[src/rtl/mem_port_arbiter.sv]
// -----------------------------------------------------------------------------
// mem_port_arbiter
// Shares the single memory port between instruction fetch (IF) and data
// memory (DM). It owns the 2:1 address/write-data steering (sel=0 routes IF,
// sel=1 routes DM) and grants one requester at a time until the memory acks.
// DM has fixed priority, with a starvation guard for IF and a watchdog on the
// memory ack.
//
// Ports
//   clk, rst_n            core clock, synchronous active-low reset
//   if_req/if_addr        IF request (held until if_ack) and address
//   if_ack                one-cycle IF completion pulse (mirrors mem_ack)
//   dm_req/dm_we/dm_addr/dm_wdata  DM request, held until dm_ack
//   dm_ack                one-cycle DM completion pulse (mirrors mem_ack)
//   mem_req/mem_we/mem_addr/mem_wdata  steered memory request
//   mem_ack               memory completion, one cycle
//   sel                   current owner: 0=IF, 1=DM
//   timeout_err           sticky watchdog abort flag, cleared only by reset
// -----------------------------------------------------------------------------
module mem_port_arbiter #(
    parameter int unsigned max        = 31,
    parameter int unsigned STARVE_LIM = 3,
    parameter int unsigned TIMEOUT    = 15
) (
    input  logic           clk,
    input  logic           rst_n,
    input  logic           if_req,
    input  logic [max:0]   if_addr,
    output logic           if_ack,
    input  logic           dm_req,
    input  logic           dm_we,
    input  logic [max:0]   dm_addr,
    input  logic [max:0]   dm_wdata,
    output logic           dm_ack,
    output logic           mem_req,
    output logic           mem_we,
    output logic [max:0]   mem_addr,
    output logic [max:0]   mem_wdata,
    input  logic           mem_ack,
    output logic           sel,
    output logic           timeout_err
);

    localparam int unsigned SW = 4;  // holds STARVE_LIM up to 15
    localparam int unsigned WW = 8;  // holds TIMEOUT up to 255

    typedef enum logic [1:0] {
        IDLE    = 2'd0,
        BUSY_IF = 2'd1,
        BUSY_DM = 2'd2
    } state_e;

    state_e          state_q;
    logic            sel_q;
    logic [SW-1:0]   starve_q;
    logic [WW-1:0]   wd_q;
    logic            timeout_err_q;

    logic            starve_hit;
    logic            busy;

    // IF has waited through the maximum number of back-to-back DM grants
    assign starve_hit = if_req && (starve_q == SW'(STARVE_LIM));
    assign busy       = (state_q != IDLE);

    // Arbitration FSM, starvation counter and watchdog
    always_ff @(posedge clk) begin
        if (!rst_n) begin
            state_q       <= IDLE;
            sel_q         <= 1'b0;
            starve_q      <= '0;
            wd_q          <= '0;
            timeout_err_q <= 1'b0;
        end else begin
            case (state_q)
                IDLE: begin
                    if (dm_req && !starve_hit) begin
                        state_q <= BUSY_DM;
                        sel_q   <= 1'b1;
                        wd_q    <= '0;
                        // Only a waiting IF counts toward starvation; saturate
                        if (if_req && (starve_q != SW'(STARVE_LIM))) begin
                            starve_q <= starve_q + SW'(1);
                        end
                    end else if (if_req) begin
                        state_q  <= BUSY_IF;
                        sel_q    <= 1'b0;
                        wd_q     <= '0;
                        starve_q <= '0;
                    end
                end
                BUSY_IF, BUSY_DM: begin
                    // An ack on the watchdog's last cycle still wins
                    if (mem_ack) begin
                        state_q <= IDLE;
                    end else if (wd_q == WW'(TIMEOUT)) begin
                        state_q       <= IDLE;
                        timeout_err_q <= 1'b1;
                    end else begin
                        wd_q <= wd_q + WW'(1);
                    end
                end
                default: begin
                    state_q <= IDLE;
                end
            endcase
        end
    end

    // Port steering follows the registered owner
    assign mem_req     = busy;
    assign mem_we      = sel_q & dm_we;
    assign mem_addr    = sel_q ? dm_addr : if_addr;
    assign mem_wdata   = sel_q ? dm_wdata : '0;

    // Completion pulses pass mem_ack straight through to the current owner
    assign if_ack      = (state_q == BUSY_IF) && mem_ack;
    assign dm_ack      = (state_q == BUSY_DM) && mem_ack;

    assign sel         = sel_q;
    assign timeout_err = timeout_err_q;

endmodule
[config.mk]
export PLATFORM = sky130hd
export DESIGN_NAME = mem_port_arbiter
export DESIGN_NICKNAME = d
export VERILOG_FILES = /design/src/rtl/mem_port_arbiter.sv
export SDC_FILE = /design/constraint.sdc
export NUM_CORES = 1
export LEC_CHECK = 0
export BUFFER_PORTS_ARGS = -buffer_cell sky130_fd_sc_hd__buf_4
export CAP_MARGIN = 20
export CORE_MARGIN = 1.5
export CORE_UTILIZATION = 34
export DETAILED_ROUTE_END_ITERATION = 10
export PLACE_DENSITY = 0.79
export SYNTH_ARGS = -nofsm -noshare
export SYNTH_HDL_FRONTEND = slang
export SYNTH_SLANG_ARGS = --single-unit
[constraint.sdc]
create_clock -name clk -period 2.04 [get_ports clk]
set_input_delay 0.204 -clock clk [delete_from_list [all_inputs] [get_ports clk]]
set_output_delay 0.204 -clock clk [all_outputs]
set_load 0.05 [all_outputs]
==> flow_summary.toml <==
[grt]
antenna_found_initial = 0
grt_pass1_wl_um = 8940
first_global_vias = 1756
grt_max_degree = 47
grt_usage_pct = 25.5
grt_overflow_total = 0

[yosys]
synthesis.area_um2 = 1470
seq_area_frac_synth_pct = 21.8
synth_compound_area_share_pct = 15.5
synth_mux_area_share_pct = 24.5
synth_xor_area_share_pct = 1.19
ys_ff_latch = 16
synth_top_family_by_area = "simple AND/OR/NAND/NOR gates"
yosys_warnings = 0
synth_cell_type_count = 38
syn_inst = 174
synthSimpleGateAreaFrac_pct = 28.0
synth_fp_nets = 281
synth.avg_cell_area_um2 = 8.44
synth_adder_area_share_pct = 4.26

[setup_path]
crit_required_ns = 2.22
crit_chain = "inv_1 -> ha_1 -> nor3b_1 -> a211o_1 -> or4_1 -> a21oi_1"
rrSetupSlack_ns = 0.08
cp-end-kind = "register"
critPathLaunch = "state_q[0]"
startpoint_type = "register"
slowest_delay_ns = 0.50
r2r_start = "state_q[0]"
crit_fanout = 8
crit_type = "register to register"
crit_slowest_cell = "or4_1"
crit_arrival_ns = 2.14

[pwr]
p_total_mw = 1.62
leakagePower_nw = 1.41
cellPowerDensity_nw_per_um2 = 568
ir_drop_v = 0.000436

[sta]
hold-worst-slack_ns = 0.273
tightest_slew_ns = 0.415
report.final.slew_viol_count = 0
finalCritPeriodShare_pct = 96.0
slew-limit-headroom_pct = 72.3
tns_ns = 0
fmax_ghz = 0.511
setup_viol = 0
fin_skew_ns = 0.00583
fin_ws_ns = 0.0813
min_period_ns = 1.96
hold_viol_final = 0
rsz0062_at_grt = "false"

[drt]
highest-signal-layer = "met4"
drc = 0
wl_met3_um = 658
vias_per_cell = 4.94
postRouteAntennaNets = 0
met1_length_um = 2730
wire_per_inst_um = 16.7
totalWireLength_um = 6560
dr.pass1.iters = 6
vias = 1936
first_iter_violations = 73
met2_length_um = 3160

[floorplan]
die_x_um = 68.7
num_io_pins = 172
die_area_um2 = 4720
start_util_pct = 35.9
core_area_um2 = 4090
die_h_um = 68.7
fp-row-count = 23

[clock_network]
clockRootBuffer = "clkbuf_8"
cts_buffers = 3
htree_levels = 1
cts_setup_buffers = 0
clk_path_buf_depth = 2
clkSinkCount = 16
cts.clk_slew.worst_paths_ns = 0.06
clock_latency_ns = 0.24
cts_tree = "yes"

[run_status]
status = "completed"

[finish]
syn_to_final_growth_pct = 94.0
antenna_cells = 0
layout.cells.most_common_list = "buf_4 (175), and2_1 (36), mux2_2 (32), dfxtp_1 (15)"
final_nets = 451
fin_cells = 392
design_area_um2 = 2850
final_common_cell = "buf_4"
drive_above_1_share_pct = 63.2
fin_util_pct = 69.7

[placed_design]
gp_congestion = 0.898
portBuffers = 171
dpl_cell_area_um2 = 2810
placed_cells_incl_taps = 389
pre_cts_slack_ns = 0.122
dp_hpwl_um = 5530

[hold_path]
min_from = "if_req"
min_path_type = "input pin to register"

[flow_run]
drv_cap = 0
==> state kept, by name, indices dropped and copies added, names as in the netlist <==
signal,flops
wd_q,8
starve_q,4
sel,1
state_q,2
timeout_err,1
==> power by group <==
part           internal [mW]  switching (mW)
logic                  0.409           0.644
clock network          0.130          0.0998
registers              0.326          0.0110
==> per-layer routing <==
layer | vias to the layer above | track usage [%]
met5 | - | 0
met4 | 0 | 2.70
met3 | 2 | 6.98
met2 | 81 | 43.5
met1 | 890 | 33.1
li1 | 963 | -
==> synth_stat cells <==
library cell	n	area [µm²]
and3_1	1	6.26
o21bai_1	1	7.51
nor2_1	8	30.0
nor3b_1	2	15.0
nor3_2	1	10.0
mux2_2	32	360
o41ai_1	2	17.5
o211ai_1	2	15.0
nor4_1	1	6.26
nand4_1	1	6.26
clkbuf_1	9	33.8
inv_1	8	30.0
a41o_1	1	10.0
o21ai_0	4	20.0
clkbuf_2	1	5.00
or3_4	1	11.3
o32ai_1	1	8.76
and2_1	36	225
a31o_2	1	8.76
a211o_1	1	8.76
ha_1	5	62.6
a31oi_1	1	6.26
o31ai_1	2	15.0
or4_4	1	11.3
or3_1	1	6.26
o311ai_0	3	26.3
a211oi_2	1	12.5
nand3b_1	1	7.51
a41oi_1	1	8.76
dfxtp_1	16	320
a211oi_1	2	15.0
nand2_1	7	26.3
or4_1	2	15.0
a21oi_1	6	30.0
o21a_1	1	7.51
nand3_1	7	35.0
xor2_1	2	17.5
o311a_1	1	10.0
==> logic make-up (layout without fill, tap and decap cells) <==
kind of cell / count (synthesis) / after routing
buffers and inverters: 18 / 186
muxes: 32 / 32
xor gates and xnor gates: 2 / 2
adders and majority gates: 5 / 5
and+or+nand+nor: 70 / 70
DFF: 16 / 16
AOI/OAI and AO/OA: 31 / 31
==> worst paths after layout <==
kind | endpoint | cells after the start
setup / recovery | wd_q[4] | 6
setup reg to reg | wd_q[4] | 6
hold reg to reg | starve_q[1] | 2
hold / removal | starve_q[1] | 3
==> layout make-up <==
class / count / area, µm²
inverter: 8 / 30.0
fill: 329 / 1240
clock buffer: 3 / 41.3
tap: 50 / 62.6
timing repair buffer: 175 / 1310
multi-input combinational: 140 / 1080
sequential: 16 / 322
==> worst max-delay path, delay by kind of cell (launching register included) <==
family,cells,cell delay (ns)
buffers and inverters,1,0.08
flip-flops,1,0.37
AND/OR/NAND/NOR,2,0.69
adder cells (fa/ha/maj),1,0.26
AO/OA/AOI/OAI,2,0.51
==> what timing repair did <==
| item | in CTS | in global routing |
|---|---|---|
| endpoints found under the hold margin | 0 | 0 |
| resized for setup | 0 | 1 |
| hold buffers | 0 | 0 |
| setup endpoints to repair | 0 | 1 |
(Power assumes the default switching activity.)
